**config.mk**
```make
export PLATFORM = sky130hd
export DESIGN_NAME = reg_write_arbiter
export DESIGN_NICKNAME = d
export VERILOG_FILES = /design/src/rtl/reg_write_arbiter_pkg.sv /design/src/rtl/reg_write_arbiter_rr_pick.sv /design/src/rtl/reg_write_arbiter.sv
export SDC_FILE = /design/constraint.sdc
export NUM_CORES = 1
export LEC_CHECK = 0
export ABC_AREA = 1
export BUFFER_PORTS_ARGS = -buffer_cell sky130_fd_sc_hd__buf_4
export CAP_MARGIN = 20
export CORE_MARGIN = 4
export CORE_UTILIZATION = 54
export CTS_CLUSTER_DIAMETER = 200
export CTS_CLUSTER_SIZE = 24
export DETAILED_ROUTE_END_ITERATION = 16
export PLACE_DENSITY_LB_ADDON = 0.25
export SYNTH_ARGS = -nofsm -noshare
export SYNTH_HDL_FRONTEND = slang
export SYNTH_SLANG_ARGS = --single-unit
```
**constraint.sdc**
```tcl
create_clock -name clk -period 9.3 [get_ports clk]
set_clock_uncertainty 0.15 [all_clocks]
set_input_delay 0.93 -clock clk [delete_from_list [all_inputs] [get_ports clk]]
set_output_delay 0.93 -clock clk [all_outputs]
set_load 0.1 [all_outputs]
```
**src/rtl/reg_write_arbiter_pkg.sv**
```systemverilog
// rtl/reg_write_arbiter_pkg.sv - shared width and FSM encoding for the register write arbiter
package reg_write_arbiter_pkg;

  localparam int DATA_W = 16;

  typedef enum logic {
    ST_IDLE = 1'b0,
    ST_OWN  = 1'b1
  } state_t;

endpackage

```
**src/rtl/reg_write_arbiter_rr_pick.sv**
```systemverilog
// rtl/reg_write_arbiter_rr_pick.sv - rotating first-set picker starting at a given index
module reg_write_arbiter_rr_pick #(
  parameter int N  = 4,
  parameter int IW = $clog2(N)
) (
  input  logic [N-1:0]  req,
  input  logic [IW-1:0] start,
  output logic [N-1:0]  pick,
  output logic [IW-1:0] idx,
  output logic          found
);

  always_comb begin
    int j;
    logic [IW-1:0] jj;
    j     = 0;
    jj    = '0;
    pick  = '0;
    idx   = '0;
    found = 1'b0;
    for (int k = 0; k < N; k++) begin
      // start is always a valid index, so one modulo keeps the scan in range
      j  = (int'(start) + k) % N;
      jj = IW'(j);
      if (!found && req[jj]) begin
        found    = 1'b1;
        pick[jj] = 1'b1;
        idx      = jj;
      end
    end
  end

endmodule

```
**src/rtl/reg_write_arbiter.sv**
```systemverilog
// rtl/reg_write_arbiter.sv - round-robin owner of the shared 16-bit register write port
module reg_write_arbiter
  import reg_write_arbiter_pkg::*;
#(
  parameter int NUM_REQ  = 4,
  parameter int MAX_HOLD = 2,
  localparam int IW = $clog2(NUM_REQ),
  localparam int HW = $clog2(MAX_HOLD + 1)
) (
  input  logic                      clk,
  input  logic                      rst,
  input  logic [NUM_REQ-1:0]        req,
  input  logic [NUM_REQ*DATA_W-1:0] wdata,
  output logic [NUM_REQ-1:0]        gnt,
  output logic [DATA_W-1:0]         q,
  output logic                      q_wr,
  output logic [IW-1:0]             owner,
  output logic                      busy
);

  state_t              state, state_nxt;
  logic [IW-1:0]       ptr, ptr_nxt, owner_inc, scan_start, pick_idx, win_idx;
  logic [HW-1:0]       hold_cnt, hold_nxt;
  logic [NUM_REQ-1:0]  owner_oh, scan_req, pick;
  logic                pick_found, win, use_pick;

  assign owner_inc  = (owner == IW'(NUM_REQ - 1)) ? '0 : owner + IW'(1);
  assign owner_oh   = NUM_REQ'(1) << owner;
  // During a burst the owner is masked so the scan only finds true contenders
  assign scan_req   = (state == ST_OWN) ? (req & ~owner_oh) : req;
  assign scan_start = (state == ST_OWN) ? owner_inc : ptr;

  reg_write_arbiter_rr_pick #(.N(NUM_REQ), .IW(IW)) u_pick (
    .req   (scan_req),
    .start (scan_start),
    .pick  (pick),
    .idx   (pick_idx),
    .found (pick_found)
  );

  always_ff @(posedge clk) begin
    if (rst) begin
      state    <= ST_IDLE;
      owner    <= '0;
      ptr      <= '0;
      hold_cnt <= '0;
    end else begin
      state    <= state_nxt;
      owner    <= win_idx;
      ptr      <= ptr_nxt;
      hold_cnt <= hold_nxt;
    end
  end

  always_comb begin
    state_nxt = state;
    ptr_nxt   = ptr;
    hold_nxt  = hold_cnt;
    win       = 1'b0;
    use_pick  = 1'b0;
    win_idx   = owner;
    case (state)
      ST_IDLE: begin
        if (pick_found) begin
          win       = 1'b1;
          use_pick  = 1'b1;
          win_idx   = pick_idx;
          hold_nxt  = HW'(1);
          state_nxt = ST_OWN;
        end
      end
      ST_OWN: begin
        if (req[owner] && (hold_cnt < HW'(MAX_HOLD))) begin
          win      = 1'b1;
          hold_nxt = hold_cnt + HW'(1);
        end else if (pick_found) begin
          win      = 1'b1;
          use_pick = 1'b1;
          win_idx  = pick_idx;
          hold_nxt = HW'(1);
        end else if (req[owner]) begin
          // hold expired but nobody else wants the port: start a fresh burst
          win      = 1'b1;
          hold_nxt = HW'(1);
        end else begin
          state_nxt = ST_IDLE;
          ptr_nxt   = owner_inc;
        end
      end
      default: state_nxt = ST_IDLE;
    endcase
  end

  always_comb begin
    gnt = '0;
    if (!rst && win) gnt = use_pick ? pick : owner_oh;
    busy = (state == ST_OWN);
  end

  always_ff @(posedge clk) begin
    if (rst) begin
      q    <= '0;
      q_wr <= 1'b0;
    end else begin
      q_wr <= win;
      if (win) q <= wdata[win_idx*DATA_W +: DATA_W];
    end
  end

endmodule

```
==> run summary, run 1 <==
Overall Global Routing Usage: 0.236
Via Count: 2763
Reg2Reg Depth: 20
Max Slew Vio Count: 0
DRT Wirelength: 6530 um
final core utilization: 0.714
DR vias/cell: 4.99
cell accounting for the most synthesized area: dfxtp_1
Yosys warning total: 0
global-route wire length before repair: 10600 um
Layout Nets: 585
initial DRC count: 159
final worst slack: 4520 ps
Root Buffer: clkbuf_8
TritonRoute pass-1 iters: 5
setup violators final: 0
initial antenna violation count: 0
Max-slew headroom: 0.593
Layout area overhead: 28.0%
starting density of the core: 0.557
Max Root-Sink Buffers: 2
Die Ht: 75.0 um
Reg clk slew, reported paths: 80 ps
Synth area leaders: dfxtp_1 (19%), nand3_1 (19%), inv_1 (15%)
die width: 75.0 um
CTS sink cnt: 23
post-layout min period: 4780 ps
Cell variety after synth: 28
Avg Cell Area, Syn: 5.74 um2
die area: 5630 um2
area share of the largest cell type after synthesis: 0.190
worst endpoint required time: 8220 ps
Post-CTS Hold Fix Bufs: 0
# IOs: 94
ant diodes: 0
Post-DP HPWL: 5270 um
PostCTS Resize Cnt: 0
most common cell after layout, fill and taps aside: inv_1
Num CTS Buffers: 3
crit path DAT: 3700 ps
Hold Crit Depth: 2
Hold/Removal Path Class: reg -> reg
Post-Route Setup TNS: 0 ps
DRC viols: 0
layout cells sized above 1: 0.243
Port Buf Inserts: 93
RSZ-0062 raised after global routing: false
Setup crit end kind: output pin
Mapped Nets: 505
H-tree levels: 1
reg2reg setup slack: 5500 ps
sequential fraction of the synthesis area: 0.190
crit-path max FO: 34
WHS: 316 ps
core area: 4350 um2
vias in the first global route: 2434
fmax: 209 MHz
Seq cells post-synth: 23
total grt overflow: 0
postcts setup bufs: 0
clk_lat worst skew: 260 ps
commonest cells after routing, fill and taps aside: inv_1 (97), buf_4 (93), nand3_1 (91)
DP Worst Slack: 4830 ps
fill cell count: 403
Min-Delay Startpoint: hold_cnt[1]$_SDFFE_PP0P_
routability cong.: 0.981
CP Launch Point: owner[0]$_SDFF_PP0_
Reg-to-Reg Start: owner[0]$_SDFF_PP0_
Hold Fails Final Rpt: 0
CTS tree: done
Antenna Nets Post-Route: 0
Rows: 24
worst slew pin tran: 609 ps
critical path launch point type: flop
Tcrit/Tclk final: 0.514
maxcap violations: 0
Worst Hold Path EP: hold_cnt[1]$_SDFFE_PP0P_
CP Class: reg -> out
largest net degree at the start of global routing: 35
status: finished clean
wire length per cell: 11.8 um
Post-Synthesis Cells: 423
Reg-to-Reg End: q[14]$_SDFFE_PP0P_
cell area after synthesis: 2430 um2
==> stage by stage <==
stage | cells | cell area (um2)
6_report | 554 | 3110
5_1_grt | 554 | 3110
3_5_place_dp | 550 | 3060
3_3_place_gp | 550 | 3060
2_1_floorplan | 423 | 2430
4_1_cts | 554 | 3110
==> logic make-up after synthesis <==
kind of cell / synth area share
adders and majority gates: 0.0619
AOI/OAI and AO/OA: 0.0830
buffers and inverters: 0.210
DFF: 0.190
and+or+nand+nor: 0.455
==> layout make-up <==
type | instances | area (um2) | area share
sequential | 23 | 460 | 0.148
inverter | 102 | 383 | 0.123
tap | 52 | 65.1 | 0.0209
clock buffer | 4 | 45.0 | 0.0145
multi-input combinational | 280 | 1460 | 0.469
timing repair buffer | 93 | 698 | 0.225
==> routing by layer <==
metal,part of all wire,track usage
met5,0,0
met4,0.0095,0.0494
met3,0.084,0.0427
met2,0.48,0.387
met1,0.43,0.324
==> worst max-delay path: stages (launching register included) <==
cell	delay [ps]
dfxtp_1	500
inv_2	130
ha_1	340
nand2_2	70
o21ai_4	140
inv_2	120
ha_1	340
inv_1	90
nand3_2	90
nand2_2	170
nor2_8	60
nand3_4	80
nor2_1	80
inv_2	420
nand2_1	90
inv_1	120
o21ai_0	100
a31oi_1	150
buf_4	310
==> registers in the layout (all words and copies together) (netlist names) <==
signal / count
hold_cnt: 2
ptr: 2
q_wr: 1
owner: 2
q: 16
==> worst max-delay path by stage <==
| stage | endpoint | slack (ps) | depth (start not counted) |
|---|---|---|---|
| floorplan | gnt[0] | 3620 | 17 |
| global placement | gnt[0] | 4970 | 18 |
| detailed placement | gnt[0] | 4830 | 18 |
| CTS | gnt[0] | 4530 | 18 |
| global route | gnt[2] | 4180 | 18 |
| finish | gnt[0] | 4520 | 18 |
==> Yosys cell counts <==
| library cell | number |
|---|---|
| inv_1 | 97 |
| nand3_1 | 91 |
| nand2_1 | 90 |
| nor2_1 | 42 |
| dfxtp_1 | 23 |
| ha_1 | 12 |
| nand2_2 | 10 |
| a21oi_1 | 9 |
| buf_2 | 6 |
| o21ai_0 | 6 |
| buf_6 | 5 |
| inv_2 | 5 |
| buf_4 | 4 |
| nand3_2 | 3 |
| o21ai_4 | 3 |
| o221ai_1 | 3 |
| a31oi_1 | 2 |
| clkbuf_1 | 2 |
| a211oi_1 | 1 |
| a21oi_4 | 1 |
| buf_1 | 1 |
| nand2_4 | 1 |
| nand3_4 | 1 |
| nand4_1 | 1 |
| nor2_2 | 1 |
| nor2_8 | 1 |
| o211a_1 | 1 |
| o21ai_1 | 1 |
Power of run 1 is not shown: default switching activity piles up to over one toggle a cycle in this logic, so the estimate is an artifact.
==> run 2, diff against run 1 <==
Settings changed: ABC_AREA 1 to 0, CORE_UTILIZATION 54 to 48.
Clock period 9.3 ns to 4.6 ns, I/O delays scaled along.
==> run summary, run 2 <==
status: finished clean
delay-heaviest family, CP: multiplexers
Largest Register: q
DRC viols: 0
Layout Nets: 394
CP Class: reg -> out
total grt overflow: 0
CP Buf/Inv Count: 1
biggest cell delay along the critical path: 750 ps
Rows: 23
initial antenna violation count: 0
crit-path max FO: 19
# IOs: 94
Reg-to-Reg End: q[15]$_SDFFE_PP0P_
Antenna Nets Post-Route: 0
most frequent cells after synthesis: a211oi_1 (24), dfxtp_1 (23), mux2i_1 (22)
die area: 5530 um2
crit path DAT: 3640 ps
Post-Route Setup TNS: 0 ps
maximum vdd ir drop: 521 uV
Post-DP HPWL: 4710 um
largest family of logic cells by synthesized area: compound AO/OA/AOI/OAI gates
RSZ-0062 raised after global routing: false
ant diodes: 0
Setup crit end kind: output pin
Seq cells post-synth: 23
fmax: 235 MHz
CTS tree: done
clk_lat worst skew: 270 ps
worst endpoint required time: 3990 ps
DP Worst Slack: 497 ps
die width: 74.4 um
Reg-to-Reg Start: q_wr$_SDFF_PP0_
wire length per cell: 17.3 um
Post-Synthesis Cells: 228
commonest cells after routing, fill and taps aside: buf_4 (96), a211oi_1 (24), mux2i_1 (22)
P_leak: 1.24 nW
Hold/Removal Path Class: reg -> reg
Via Count: 2169
Root Buffer: clkbuf_8
CP Cell Sequence: mux2i_4 > ha_1 > mux4_2 > nor2b_1 > a22oi_1 > or2_2 > a311oi_4 > buf_4
Synth Area in Adders: 0.0710
CP Launch Point: q_wr$_SDFF_PP0_
Avg Cell Area, Syn: 9.28 um2
Num CTS Buffers: 3
Max Slew Vio Count: 0
worst slew pin tran: 873 ps
Hold Fails Final Rpt: 0
Tcrit/Tclk final: 0.924
maxcap violations: 0
slowest CP cell: dfxtp_1
reg2reg setup slack: 410 ps
Top FF cell, synth: dfxtp_1
routability cong.: 0.895
final core utilization: 0.702
largest net degree at the start of global routing: 34
Synth area leaders: dfxtp_1 (22%), mux2i_1 (10%), a211oi_1 (8.5%)
overall power: 2.25 mW
postcts setup bufs: 0
most common cell after layout, fill and taps aside: buf_4
DR vias/cell: 6.01
critical path launch point type: flop
proportion of synthesized area in mux cells: 0.136
Mapped Nets: 310
fill cell count: 351
core area: 4140 um2
Compound-Gate Fraction of Synth Area: 0.331
vias in the first global route: 2074
Max-slew headroom: 0.418
H-tree levels: 1
layout cells sized above 1: 0.424
top-count cell post-synth: a211oi_1
cell accounting for the most synthesized area: dfxtp_1
Hold Crit Depth: 1
CTS sink cnt: 23
crit path capture: gnt[0]
Max Root-Sink Buffers: 2
TritonRoute pass-1 iters: 4
final worst slack: 349 ps
global-route wire length before repair: 10100 um
Cell Area, Placed: 2860 um2
Yosys warning total: 0
final instance area: 2910 um2
setup violators final: 0
Port Buf Inserts: 93
PwrDens: 774 nW/um2
critical path depth: 8
post-layout min period: 4250 ps
Layout area overhead: 37.6%
Post-CTS Hold Fix Bufs: 0
sequential fraction of the synthesis area: 0.218
starting density of the core: 0.511
Overall Global Routing Usage: 0.232
Die Ht: 74.4 um
ys async rst share: 0
Reg clk slew, reported paths: 90 ps
Cell variety after synth: 47
max reg flops: 16
DRT Wirelength: 6250 um
initial DRC count: 179
Reg2Reg Depth: 7
PostCTS Resize Cnt: 0
Post-synth EDFFs: 0
Synth Area in Simple Gates: 0.179
Post-Synth XOR/XNOR Area: 0
cell area after synthesis: 2120 um2
area share of the largest cell type after synthesis: 0.218
-- run 2: logic make-up (layout without fill, tap and decap cells) --
group | Yosys count | after routing
compound gates | 84 | 84
flops | 23 | 23
fa+ha+maj | 12 | 12
mux | 25 | 25
buf+inv | 25 | 108
simple gates | 59 | 59
-- run 2: per-layer routing --
layer / track usage / vias to the layer above / wire length [um]
met5: 0 / - / 0
met4: 0.0415 / 0 / 42
met3: 0.0378 / 4 / 444
met2: 0.407 / 76 / 3210
met1: 0.302 / 1027 / 2550
li1: - / 1062 / -
-- run 2: worst min path at each step --
stage | startpoint | endpoint
3_5_place_dp | hold_cnt[0]$_SDFFE_PP0P_ | hold_cnt[0]$_SDFFE_PP0P_
3_3_place_gp | hold_cnt[0]$_SDFFE_PP0P_ | hold_cnt[0]$_SDFFE_PP0P_
5_1_grt | hold_cnt[0]$_SDFFE_PP0P_ | hold_cnt[0]$_SDFFE_PP0P_
2_1_floorplan | hold_cnt[0]$_SDFFE_PP0P_ | hold_cnt[0]$_SDFFE_PP0P_
4_1_cts | hold_cnt[0]$_SDFFE_PP0P_ | hold_cnt[0]$_SDFFE_PP0P_
6_report | hold_cnt[0]$_SDFFE_PP0P_ | hold_cnt[0]$_SDFFE_PP0P_
-- run 2: final cells by class --
type | count | area, um2 | share of cell area
timing repair buffer | 96 | 721 | 0.248
tap | 50 | 62.6 | 0.0215
clock buffer | 4 | 45.0 | 0.0155
sequential | 23 | 463 | 0.159
multi-input combinational | 180 | 1590 | 0.545
inverter | 8 | 32.5 | 0.0112
-- run 2: power breakdown --
group | total [mW] | switching (mW) | internal, mW
clock network | 0.136 | 0.0740 | 0.0621
registers | 0.348 | 0.0615 | 0.287
logic | 1.77 | 1.26 | 0.509
total | 2.25 | 1.40 | 0.857
-- run 2: stage by stage --
step	instances	hold WS [ps]
2_1_floorplan	228	288
3_3_place_gp	356	302
3_5_place_dp	356	310
4_1_cts	360	323
5_1_grt	361	348
6_report	361	323
Power figures use the tool's default switching activity.
==> run 3, diff against run 2 <==
Settings changed: BUFFER_PORTS_ARGS -buffer_cell sky130_fd_sc_hd__buf_4 to unset, CORE_UTILIZATION 48 to 60, CTS_CLUSTER_DIAMETER 200 to 50, DONT_BUFFER_PORTS set to 1, REMOVE_ABC_BUFFERS set to 1.
==> run summary, run 3 (same netlist as run 2, synthesis figures left out) <==
fill cell count: 289
Hold Crit Depth: 1
TritonRoute pass-1 iters: 4
DP Worst Slack: 256 ps
Max Root-Sink Buffers: 2
wire length per cell: 21.7 um
Largest Register: q
global-route wire length before repair: 9560 um
crit-path max FO: 10
Tcrit/Tclk final: 0.930
# IOs: 94
reg2reg setup slack: 380 ps
final worst slack: 322 ps
Hold/Removal Path Class: in -> reg
total grt overflow: 0
initial DRC count: 85
vias in the first global route: 2013
postcts setup bufs: 0
Root Buffer: clkbuf_4
Reg-to-Reg End: q[6]$_SDFFE_PP0P_
non-filler cells, final: 273
commonest cells after routing, fill and taps aside: a211oi_1 (24), dfxtp_1 (22), mux2i_1 (21)
H-tree levels: 1
post-layout min period: 4280 ps
Min-Delay Startpoint: rst
critical path launch point type: flop
worst endpoint required time: 3990 ps
Die Ht: 67.4 um
die width: 67.4 um
# placed instances: 268
Port Buf Inserts: 0
Post-Route Setup TNS: 0 ps
largest net degree at the start of global routing: 24
Reg-to-Reg Start: owner[0]$_SDFF_PP0_
WHS: 47.1 ps
CTS sink cnt: 23
Layout area overhead: 9.17%
crit path DAT: 3670 ps
Num CTS Buffers: 3
setup violators final: 0
multi-input logic area: 1590 um2
Worst Hold Path EP: ptr[0]$_SDFFE_PP0P_
Post-DP HPWL: 4540 um
Max Slew Vio Count: 0
Layout Nets: 310
DRT Wirelength: 5920 um
sequential cell area: 462 um2
DR vias/cell: 7.00
Antenna Nets Post-Route: 0
layout cells sized above 1: 0.216
maxcap violations: 0
Setup crit end kind: output pin
max reg flops: 16
DRC viols: 0
Reg clk slew, reported paths: 130 ps
RSZ-0062 raised after global routing: false
Hold Fails Final Rpt: 0
CTS tree: done
starting density of the core: 0.629
fmax: 234 MHz
ant diodes: 0
Reg2Reg Depth: 11
routability cong.: 0.874
initial antenna violation count: 0
worst slew pin tran: 997 ps
CP Class: reg -> out
most common cell after layout, fill and taps aside: a211oi_1
status: finished clean
Via Count: 1912
Max-slew headroom: 0.334
clk_lat worst skew: 310 ps
Rows: 21
core area: 3360 um2
Overall Global Routing Usage: 0.274
die area: 4540 um2
run 3: cell count changes in the layout (fill, tap and decap cells not counted), moves of 3 or more:
| cell | previous run | this run |
|---|---|---|
| buf_12 | 0 | 4 |
| buf_4 | 96 | 8 |
| clkbuf_4 | 0 | 3 |
| clkbuf_8 | 3 | 0 |
run 3: how the worst max path moves through the flow:
stage	cells past startpoint	startpoint	slack (ps)	to
final	10	owner[0]$_SDFF_PP0_	320	gnt[2]
after global routing	10	owner[1]$_SDFF_PP0_	90	q[6]$_SDFFE_PP0P_
after CTS	10	owner[0]$_SDFF_PP0_	240	q[6]$_SDFFE_PP0P_
after detailed placement	10	owner[0]$_SDFF_PP0_	260	q[6]$_SDFFE_PP0P_
after global placement	10	owner[1]$_SDFF_PP0_	490	q[14]$_SDFFE_PP0P_
after floorplan	7	q_wr$_SDFF_PP0_	-2230	gnt[0]
run 3: worst max-delay path, cell delays in order, from the launching register on:
cell	delay, ps
dfxtp_1	490
inv_1	130
ha_1	350
mux2i_4	350
ha_1	350
mux4_2	390
nor2b_1	320
a22oi_1	120
or2_2	320
a311oi_4	320
buf_12	220
run 3: through the flow:
| stage | utilization | cell area [um2] |
|---|---|---|
| finish | 0.687 | 2310 |
| global route | 0.687 | 2310 |
| CTS | 0.683 | 2300 |
| detailed placement | 0.675 | 2270 |
| global placement | 0.675 | 2270 |
| floorplan | - | 2010 |
run 3: area by class of cell:
class | count | area share
Clock inverter | 1 | 0.00217
Timing Repair Buffer | 12 | 0.0607
Clock buffer | 3 | 0.00975
Inverter | 8 | 0.0141
Multi-Input combinational cell | 180 | 0.689
Tap cell | 46 | 0.0249
Sequential cell | 23 | 0.200
run 3: metal layers:
layer	vias to the layer above	GRT usage	wire, um
met5	-	0	0
met4	0	0.0937	97
met3	10	0.0516	465
met2	84	0.480	3050
met1	925	0.335	2300
li1	893	-	-
run 3: repair_timing:
item / in CTS / in global routing
endpoints found under the setup margin: 0 / 3
hold buffers: 0 / 0
resized for setup: 0 / 2
Power of run 3 is left out for the same reason.
